[src/rtl/sopc_mem_arbiter.sv]
// Shares one single-ported memory between the CPU fetch and data ports, with wait states and stalls.
// Optional grant/conflict statistics are compiled in when SOPC_ARB_STATS_EN is defined.
module sopc_mem_arbiter #(
  parameter int ADDR_W      = 32,
  parameter int DATA_W      = 32,
  parameter int WAIT_CYCLES = 1,
  parameter int DATA_PRI    = 1
) (
  input  logic                clk,
  input  logic                rst,
  input  logic                if_ce_i,
  input  logic [ADDR_W-1:0]   if_addr_i,
  output logic [DATA_W-1:0]   if_data_o,
  output logic                if_stall_o,
  input  logic                dm_ce_i,
  input  logic                dm_we_i,
  input  logic [DATA_W/8-1:0] dm_sel_i,
  input  logic [ADDR_W-1:0]   dm_addr_i,
  input  logic [DATA_W-1:0]   dm_data_i,
  output logic [DATA_W-1:0]   dm_data_o,
  output logic                dm_stall_o,
  output logic                mem_ce_o,
  output logic                mem_we_o,
  output logic [DATA_W/8-1:0] mem_sel_o,
  output logic [ADDR_W-1:0]   mem_addr_o,
  output logic [DATA_W-1:0]   mem_data_o,
  input  logic [DATA_W-1:0]   mem_data_i
`ifdef SOPC_ARB_STATS_EN
  ,
  output logic [31:0]         stat_if_cnt_o,
  output logic [31:0]         stat_dm_cnt_o,
  output logic [31:0]         stat_conflict_cnt_o
`endif
);

  localparam int SEL_W = DATA_W / 8;

  typedef enum logic [1:0] {
    IDLE   = 2'd0,
    ACCESS = 2'd1,
    RESP   = 2'd2
  } state_t;

  state_t              state_reg, state_next;
  logic [3:0]          cnt_reg, cnt_next;
  logic                grant_reg, grant_next;  // 1 = data port
  logic                last_reg, last_next;    // port granted most recently, 1 = data port
  logic [ADDR_W-1:0]   req_addr_reg, req_addr_next;
  logic                req_we_reg, req_we_next;
  logic [SEL_W-1:0]    req_sel_reg, req_sel_next;
  logic [DATA_W-1:0]   req_wdata_reg, req_wdata_next;
  logic [DATA_W-1:0]   if_data_reg, if_data_next;
  logic [DATA_W-1:0]   dm_data_reg, dm_data_next;

  logic arb_en;
  logic pick_dm;
  logic do_grant;
  logic conflict;

  // The response cycle doubles as an arbitration slot so back-to-back accesses lose no cycle.
  always_comb begin
    arb_en   = (state_reg == IDLE) || (state_reg == RESP);
    conflict = arb_en & if_ce_i & dm_ce_i;
    do_grant = arb_en & (if_ce_i | dm_ce_i);
    if (DATA_PRI != 0) begin
      pick_dm = dm_ce_i;
    end else begin
      pick_dm = dm_ce_i & (~if_ce_i | ~last_reg);
    end
  end

  always_comb begin
    state_next     = state_reg;
    cnt_next       = cnt_reg;
    grant_next     = grant_reg;
    last_next      = last_reg;
    req_addr_next  = req_addr_reg;
    req_we_next    = req_we_reg;
    req_sel_next   = req_sel_reg;
    req_wdata_next = req_wdata_reg;
    if_data_next   = if_data_reg;
    dm_data_next   = dm_data_reg;

    case (state_reg)
      IDLE, RESP: begin
        state_next = IDLE;
        if (do_grant) begin
          state_next = ACCESS;
          cnt_next   = 4'(WAIT_CYCLES);
          grant_next = pick_dm;
          last_next  = pick_dm;
          if (pick_dm) begin
            req_addr_next  = dm_addr_i;
            req_we_next    = dm_we_i;
            req_sel_next   = dm_sel_i;
            req_wdata_next = dm_data_i;
          end else begin
            req_addr_next  = if_addr_i;
            req_we_next    = 1'b0;
            req_sel_next   = '1;
            req_wdata_next = '0;
          end
        end
      end
      ACCESS: begin
        if (cnt_reg == 4'd0) begin
          state_next = RESP;
          // A requester that gave up mid-access gets no data; writes never return data.
          if (!req_we_reg) begin
            if (grant_reg && dm_ce_i) begin
              dm_data_next = mem_data_i;
            end else if (!grant_reg && if_ce_i) begin
              if_data_next = mem_data_i;
            end
          end
        end else begin
          cnt_next = cnt_reg - 4'd1;
        end
      end
      default: state_next = IDLE;
    endcase
  end

  always_ff @(posedge clk) begin
    if (rst) begin
      state_reg     <= IDLE;
      cnt_reg       <= 4'd0;
      grant_reg     <= 1'b0;
      last_reg      <= 1'b0;
      req_addr_reg  <= '0;
      req_we_reg    <= 1'b0;
      req_sel_reg   <= '0;
      req_wdata_reg <= '0;
      if_data_reg   <= '0;
      dm_data_reg   <= '0;
    end else begin
      state_reg     <= state_next;
      cnt_reg       <= cnt_next;
      grant_reg     <= grant_next;
      last_reg      <= last_next;
      req_addr_reg  <= req_addr_next;
      req_we_reg    <= req_we_next;
      req_sel_reg   <= req_sel_next;
      req_wdata_reg <= req_wdata_next;
      if_data_reg   <= if_data_next;
      dm_data_reg   <= dm_data_next;
    end
  end

  always_comb begin
    mem_ce_o   = (state_reg == ACCESS);
    mem_we_o   = mem_ce_o & req_we_reg;
    mem_sel_o  = mem_ce_o ? req_sel_reg : '0;
    mem_addr_o = mem_ce_o ? req_addr_reg : '0;
    mem_data_o = mem_ce_o ? req_wdata_reg : '0;
    if_stall_o = if_ce_i & ~((state_reg == RESP) & ~grant_reg);
    dm_stall_o = dm_ce_i & ~((state_reg == RESP) & grant_reg);
  end

  assign if_data_o = if_data_reg;
  assign dm_data_o = dm_data_reg;

`ifdef SOPC_ARB_STATS_EN
  logic [31:0] stat_if_reg, stat_dm_reg, stat_conflict_reg;

  // Counters saturate instead of wrapping.
  always_ff @(posedge clk) begin
    if (rst) begin
      stat_if_reg       <= '0;
      stat_dm_reg       <= '0;
      stat_conflict_reg <= '0;
    end else begin
      if (do_grant && !pick_dm && stat_if_reg != 32'hFFFF_FFFF) begin
        stat_if_reg <= stat_if_reg + 32'd1;
      end
      if (do_grant && pick_dm && stat_dm_reg != 32'hFFFF_FFFF) begin
        stat_dm_reg <= stat_dm_reg + 32'd1;
      end
      if (conflict && stat_conflict_reg != 32'hFFFF_FFFF) begin
        stat_conflict_reg <= stat_conflict_reg + 32'd1;
      end
    end
  end

  assign stat_if_cnt_o       = stat_if_reg;
  assign stat_dm_cnt_o       = stat_dm_reg;
  assign stat_conflict_cnt_o = stat_conflict_reg;
`endif

endmodule

[config.mk]
export PLATFORM = sky130hd
export DESIGN_NAME = sopc_mem_arbiter
export DESIGN_NICKNAME = d
export VERILOG_FILES = /design/src/rtl/sopc_mem_arbiter.sv
export SDC_FILE = /design/constraint.sdc
export NUM_CORES = 1
export LEC_CHECK = 0
export CELL_PAD_IN_SITES_DETAIL_PLACEMENT = 0
export CELL_PAD_IN_SITES_GLOBAL_PLACEMENT = 1
export CORE_MARGIN = 1
export CORE_UTILIZATION = 30
export CTS_CLUSTER_SIZE = 10
export DETAILED_ROUTE_END_ITERATION = 8
export HOLD_SLACK_MARGIN = 0.08
export PLACE_DENSITY = 0.86
export SLEW_MARGIN = 40
export SYNTH_ARGS = -nofsm -noshare
export SYNTH_HDL_FRONTEND = slang
export SYNTH_SLANG_ARGS = --single-unit
[constraint.sdc]
create_clock -name clk -period 2.4 [get_ports clk]
set_clock_uncertainty 0.1 [all_clocks]
set_input_delay 0.36 -clock clk [delete_from_list [all_inputs] [get_ports clk]]
set_output_delay 0.36 -clock clk [all_outputs]
set_load 0.1 [all_outputs]
==> After elaboration in Yosys (flattened, before gate mapping) <==
Cells that the tools add are included.
{ "op_classes": {"n_addsub": 1, "n_mul": 0, "div": 0, "order_cmp": 0, "n_eq_ne": 5, "n_shift": 0, "n_mux": 13, "n_bitwise": 12, "n_reduce_logical": 12} }
{ "op_table": {"columns": ["op", "count"], "rows": [
  ["32-bit 2-to-1 mux", 4],
  ["4-bit 2-to-1 mux", 4],
  ["4-bit one-hot mux with 2 select lines", 1],
  ["1-bit bitwise AND", 6],
  ["1-bit inverter", 5],
  ["5-bit AND reduction", 1],
  ["4-bit logical NOT", 1],
  ["2-bit != test, second input constant", 2],
  ["2-bit one-hot mux with 2 select lines", 1],
  ["4-bit AND reduction", 1],
  ["4-bit by 1-bit subtractor with 4-bit output, second input constant", 1],
  ["3-bit AND reduction", 1],
  ["2-bit by 1-bit == test with 1-bit output, second input constant", 1],
  ["2-bit == test, second input constant", 1],
  ["1-bit logical AND", 2],
  ["2-bit logical NOT", 1],
  ["1-bit 2-to-1 mux", 2],
  ["2-bit 2-to-1 mux", 1],
  ["2-bit by 1-bit != test with 1-bit output, second input constant", 1],
  ["2-bit AND reduction", 1],
  ["2-bit nonzero test", 1],
  ["2-bit OR reduction", 1],
  ["1-bit logical NOT", 1],
  ["1-bit logical OR", 1],
  ["1-bit OR", 1]
]} }
{ "word_totals": {"regBits": 140, "latch_bits": 0, "mem_bits_rw": 0, "rom_bits": 0, "output_inout_bits": 136, "mem_count": 0} }

==> Logic depth before layout (Yosys ltp) <==
Gate-level depths: netlist of run 1.
{ "depth": {"depth_word": 5, "mapped_depth": 7, "depth_no_buf": 5} }

==> Least setup slack after synthesis of run 1 <==
No wires, ideal clock.
{ "synth_path": {"kind": "register -> output", "start": "register state_reg[0]", "end": "output mem_data_o[22]", "arrival_time_ps": 2576, "setup_slack_ps": -636, "path_stages_with_launch": 6, "n_path_buf": 2, "cell_sequence": "dfxtp_1 buf_4 nand2b_2 clkinv_1 clkbuf_1 and2_1"} }
{ "synth_via": {"elab_chain_cells": 2} }
{ "synth_rtl": {"columns": ["item", "line_no", "source"], "rows": [
  ["start, declared", "44", "state_t state_reg, state_next;"],
  ["start signal, assigned", "137", "state_reg <= state_next;"],
  ["2-bit by 1-bit == test with 1-bit output", "151", "mem_ce_o = (state_reg == ACCESS);"],
  ["via mem_ce_o", "22", "output logic mem_ce_o,"],
  ["32-bit 2-to-1 mux", "155", "mem_data_o = mem_ce_o ? req_wdata_reg : '0;"],
  ["end, declared", "26", "output logic [DATA_W-1:0] mem_data_o,"]
]} }
The timed path passes the listed nets, and every way through them passes these cells.

==> Worst setup path after layout of run 1 <==
{ "layout_path": {"start": "register state_reg[1]", "end": "output mem_data_o[25]"} }
{ "layout_via": {"elab_chain_cells": 2} }
{ "layout_rtl": {"columns": ["item", "line_no"], "rows": [
  ["2-bit by 1-bit == test with 1-bit output", "151"],
  ["32-bit 2-to-1 mux", "155"]
]} }
Every way passes these cells.

==> results of run 1 <==
[repair_timing]
action	in CTS	in global routing
hold buffers	0	0
buffers inserted	0	0
pin swaps	0	0
resized for setup	1	3
hold endpoints to repair	0	0
endpoints found under the setup margin	47	55
gates cloned	0	1
[cell families (layout without fill, tap and decap cells)]
group           Yosys count  count (layout)  share of synthesized area
compound gates          205             205                     0.2133
fa+ha+maj                 2               2                   0.004252
buf+inv                  74             327                    0.06506
flops                   140             140                     0.4763
mux                      33              33                    0.05613
simple gates            196             196                     0.1850
[worst min-delay path, cell delays in order]
cell,delay (ps)
buf_4,130
nor3b_4,100
a21o_1,160
[power groups by stage]
stage	registers (mW)	clock network, mW	logic, mW
global route	2.55	2.94	1.90
global placement	2.57	0	1.79
detailed placement	2.58	0	1.80
finish	2.53	2.77	1.80
floorplan	2.74	0	0.965
CTS	2.53	2.84	1.80
[how the worst max path moves through the flow]
stage            startpoint              to  slack [ps]  depth (start not counted)
2_1_floorplan  state_reg[0]  mem_data_o[22]         120                          5
3_3_place_gp        if_ce_i   if_data_o[14]         340                          5
3_5_place_dp        if_ce_i   if_data_o[16]         300                          5
4_1_cts        state_reg[1]  mem_addr_o[28]          50                          5
5_1_grt        state_reg[1]  mem_data_o[25]          80                          5
6_report       state_reg[1]  mem_data_o[25]         150                          5
[through the flow]
step                power, mW  area, µm²  hold slack, ps  std cells    util
floorplan               3.704       5897           333.9        650       -
global placement        4.363       9350           347.9       1131  0.4933
detailed placement      4.374       9350           348.1       1131  0.4933
CTS                     7.166       9972           284.7       1162  0.5261
global route            7.382      10010           298.9       1163  0.5279
finish                  7.101      10010           287.8       1163  0.5279
[metal layers]
metal / up-vias / share of wire / track usage
li1: 2795 / - / -
met1: 2615 / 0.40 / 0.2086
met2: 227 / 0.49 / 0.3080
met3: 13 / 0.10 / 0.08378
met4: 0 / 0.010 / 0.05320
met5: - / 0 / 0
[placed cells by master, fill, tap and decap left out, drive strengths merged, types with 2 or more instances in the layout]
master / count
a211oi: 32
a21oi: 67
a22o: 33
and2: 69
buf: 154
bufinv: 4
clkbuf: 18
clkdlybuf4s50: 134
clkinv: 4
clkinvlp: 5
dfxtp: 140
ha: 2
inv: 8
mux2i: 33
nand3: 66
nor2: 38
nor3: 6
nor3b: 6
o21ai: 65
o31a: 2
or3: 2
[cell type report]
type,instances,area (µm²)
fillers,1694,8949
repair buffers,289,3483
flip-flops and latches,140,2805
multi-input cells,436,2743
clock buffers,17,425.4
well taps,260,325.3
clock inverters,14,195.2
inverters,7,30.03
==> out/results.ini, run 1 <==
[sta]
rsz0062_at_grt = no
final-setup-viol-count = 0
final.period_utilization = 0.9381
worst_slew_margin_rel = 0.5074
totalNegativeSetupSlack_ps = 0
fin_crit_ps = 2251
setup_slack_ps = 148.6
hold_violations = 0
timing.fmax_mhz = 444.2
tightestPinTransition_ps = 738.9
max_slew_vio_count = 0

[critical_path]
critPathMaxFanout = 36
timing.rr.start = cnt_reg[0]
timing.reg2reg.setup_slack_ps = 360
worst_ep_arrival_time_ps = 1790
path_cells = nand2b_4 -> clkinvlp_4 -> clkbuf_16 -> and2_2 -> buf_12
worst_path_slowest_cell = dfxtp_2
cp-end-kind = primary output
cp_slowest_stage_delay_ps = 390
critical_path.top_delay_family = buffers and inverters
worst-endpoint-required_ps = 1940
worstSetupStartpointType = register
reg2reg_depth = 6
timing.critical_path.buf_inv = 3
crit-reg2reg-capture = dm_data_o[1]
worst-setup-path-type = register to primary output

[synthesis]
synthTopCellsByCount = 140 x dfxtp_1, 69 x and2_1, 67 x a21oi_1
ys_seq_area_frac = 0.4763
synth_cell_type_count = 39
postSynthRegisterBits = 140
synthDominantAreaCellType = dfxtp_1
synthTopCellsByArea = dfxtp_1 48%, and2_1 7.3%, a21oi_1 5.7%
postSynthNetCount = 789
netlist.area_leader.share = 0.4763
netlist_instances = 650
syn_area_per_cell_um2 = 9.053
postSynth.topFlopCell = dfxtp_1
ys.warnings.count = 0
mappedNetlistArea_um2 = 5884
post_synthesis_async_set_or_reset_flop_share = 0
yosysMostFrequentCell = dfxtp_1
synth_enable_flop_cells = 0

[floorplan]
die_y_um = 142.1
ios = 273
core-area_um2 = 18960
initial_utilization = 0.3104
die_width_um = 142.1
placementRows = 50
die_area_um2 = 20180

[run_status]
outcome = complete, no violations

[power]
share_of_power_burned_in_the_clock_network = 0.391
internal_power_contribution_mw = 4.868
power.combinational.fraction = 0.253
worst_ir_drop_vdd_mv = 0.4813
swShare = 0.3144
power.leakage_nw = 3.914
power.density_nw_per_um2 = 709.6
seq_power_share = 0.356
net-switching-power_mw = 2.232

[detailed_routing]
drc = 0
detailedRoute.firstPassIterationCount = 4
num_vias = 5650
detail_route.iter0.violations = 202
vias_per_cell = 4.858
wl_per_cell_um = 16.01
antenna_left = 0
wirelength_um = 18620

[clock_network]
clock_tree_from_tritoncts = yes
clkSlewWorstSetupHoldPaths_ps = 60
max-clock-path-buffers = 2
tritoncts.num_buffers = 17
clock_insertion_delay_worst_skew_ps = 420
htreeDepth = 4
ctsRootBufferMaster = clkbuf_16
cts_num_sinks = 140

[placement]
placer_congestion_estimate = 0.7072
place_worst_setup_slack_ps = 298.9
buffer_ports.inserted = 272
hpwl_um = 12670

[grt]
globalRouteTotalUtil = 0.1837
overflow = 0
largest_net_degree_at_the_start_of_global_routing = 73
first_global_vias = 5388
grt_pass1_wl_um = 28780
number_of_antenna_violations_at_the_first_check_in_global_routing = 0

[worst_hold_path]
hold_class = input port to register
hold_critical_path_endpoint = grant_reg
min_from = rst
hold_path_depth = 3

[final_layout]
area.growth.synth_to_final_pct = 70.06
nets = 1030
drive_gt1_frac = 0.2281
insertedDiodeCount = 0

[run]
max-cap-violations = 0

Power figures use the tool's default switching activity.
==> run 2, diff against run 1 <==
--- a/config.mk
+++ b/config.mk
@@ -7,8 +7,9 @@
 export LEC_CHECK = 0
 export CELL_PAD_IN_SITES_DETAIL_PLACEMENT = 0
 export CELL_PAD_IN_SITES_GLOBAL_PLACEMENT = 1
-export CORE_MARGIN = 1
+export CORE_MARGIN = 3
 export CORE_UTILIZATION = 30
+export CTS_CLUSTER_DIAMETER = 100
 export CTS_CLUSTER_SIZE = 10
 export DETAILED_ROUTE_END_ITERATION = 8
 export HOLD_SLACK_MARGIN = 0.08
==> run 2 against run 1 <==
  * Setup slack improved by 29 ps
  * Largest power group unchanged
  * Clock-buffer cell count increased by 1
  * Worst hold slack got worse by 15 ps
  * Sequential cell count unchanged
  * Clock power about the same
  * Combinational power about the same
  * Wire length is 3.3% higher
  * Sequential power is essentially flat
  * Core utilization fell by 0.14 points
==> out/results.ini, run 2 (same netlist as run 1, synthesis figures left out) <==
[final_layout]
sequential_cell_area_um2 = 2805
drive_gt1_frac = 0.2251
nets = 1028
instances_no_fill = 1162
final_util = 0.5265
multi_input_gate_area_in_the_final_layout_um2 = 2738
layout.cells.most_common = dfxtp_1
insertedDiodeCount = 0
area.growth.synth_to_final_pct = 69.62
fillCellCount = 1705
layout.cells.most_common_list = 138 x dfxtp_1, 134 x clkdlybuf4s50_1, 78 x buf_12, 74 x buf_4, 67 x a21oi_1

[power]
power.leakage_nw = 3.910
power.density_nw_per_um2 = 713.1
worst_ir_drop_vdd_mv = 0.4925

[detailed_routing]
detail_route.iter0.violations = 256
antenna_left = 0
detailedRoute.firstPassIterationCount = 4
vias_per_cell = 4.838
wirelength_um = 19220
drc = 0
num_vias = 5622
wl_per_cell_um = 16.54

[critical_path]
critical_path.top_delay_family = buffers and inverters
cp_slowest_stage_delay_ps = 350
cp-end-kind = primary output
critPathMaxFanout = 60
worstSetupStartpointType = register
crit_path_frequent_cell = buf_12
worst_ep_arrival_time_ps = 1760
path_cells = nand2b_2 -> clkinv_1 -> buf_12 -> and2_1 -> buf_12
timing.critical_path.buf_inv = 3
worst-setup-path-type = register to primary output
worst_path_slowest_cell = dfxtp_2
worst-endpoint-required_ps = 1940

[clock_network]
cts.repair_timing.setup_buffer_count = 0
clock_insertion_delay_worst_skew_ps = 410
htreeDepth = 4
clkSlewWorstSetupHoldPaths_ps = 60
clock_tree_from_tritoncts = yes
tritoncts.num_buffers = 17
cts_num_sinks = 140
holdBufCountCts = 0
ctsRootBufferMaster = clkbuf_16
max-clock-path-buffers = 2

[grt]
first_global_vias = 5460
use_met1 = 0.2095
overflow = 0
grtUsageMet3 = 0.08721
number_of_antenna_violations_at_the_first_check_in_global_routing = 1
busiest_layer = met2
grt_pass1_wl_um = 30260
largest_net_degree_at_the_start_of_global_routing = 65
globalRouteTotalUtil = 0.1755
grt.met2_usage = 0.2877

[floorplan]
die_width_um = 146.1
core-area_um2 = 18960
placementRows = 50
initial_utilization = 0.3104
die_area_um2 = 21330
die_y_um = 146.1
ios = 273

[sta]
setup_slack_ps = 177.6
final.hold.worst_slack_ps = 273.0
fin_crit_ps = 2222
totalNegativeSetupSlack_ps = 0
hold_violations = 0
final.period_utilization = 0.9260
max_slew_vio_count = 0
tightestPinTransition_ps = 606.3
worst_slew_margin_rel = 0.5954
timing.fmax_mhz = 450.0
final-setup-viol-count = 0
rsz0062_at_grt = no

[placement]
place_worst_setup_slack_ps = 314.0
place_inst = 1130
buffer_ports.inserted = 272
placer_congestion_estimate = 0.7757
hpwl_um = 13300

[run]
max-cap-violations = 0

[worst_hold_path]
hold_class = input port to register

[run_status]
outcome = complete, no violations

-- run 2: changes by cell type in the layout (fill, tap and decap cells not counted), sizes merged --
cell	change
buf	-1
clkinv	+3
clkinvlp	-3
-- run 2: layout make-up --
cell class / count / share of cell area
flip-flops and latches: 140 / 0.2811
clock inverters: 14 / 0.01943
repair buffers: 287 / 0.3470
clock buffers: 18 / 0.04300
well taps: 260 / 0.03259
multi-input cells: 436 / 0.2743
inverters: 7 / 0.002633
-- run 2: worst paths after layout --
check,depth (start not counted),slack [ps],startpoint,end
worst min-delay path,2,270,rst,dm_data_o[16]
worst max register to register,6,330,cnt_reg[0],dm_data_o[31]
worst min register to register,1,360,req_wdata_reg[2],req_wdata_reg[2]
worst max-delay path,5,180,state_reg[1],mem_data_o[6]
-- run 2: metal layers --
layer / wire length (µm) / vias up
met5: 13 / -
met4: 172 / 2
met3: 1941 / 11
met2: 9211 / 219
met1: 7884 / 2596
li1: - / 2794
-- run 2: timing repair --
item,4_1_cts,5_1_grt
endpoints found under the setup margin,0,62
hold endpoints to repair,0,0
resized for setup,0,2
-- run 2: per-stage QoR --
stage | power [mW] | instance area, µm²
3_3_place_gp | 4.370 | 9355
6_report | 7.117 | 9981
3_5_place_dp | 4.381 | 9355
5_1_grt | 7.395 | 9981
2_1_floorplan | 3.704 | 5897
4_1_cts | 7.197 | 9978
-- run 2: report_power, final --
group	internal [mW]	total [mW]	switching [mW]
registers	2.46	2.53	0.0755
logic	0.664	1.79	1.12
clock network	1.75	2.80	1.05
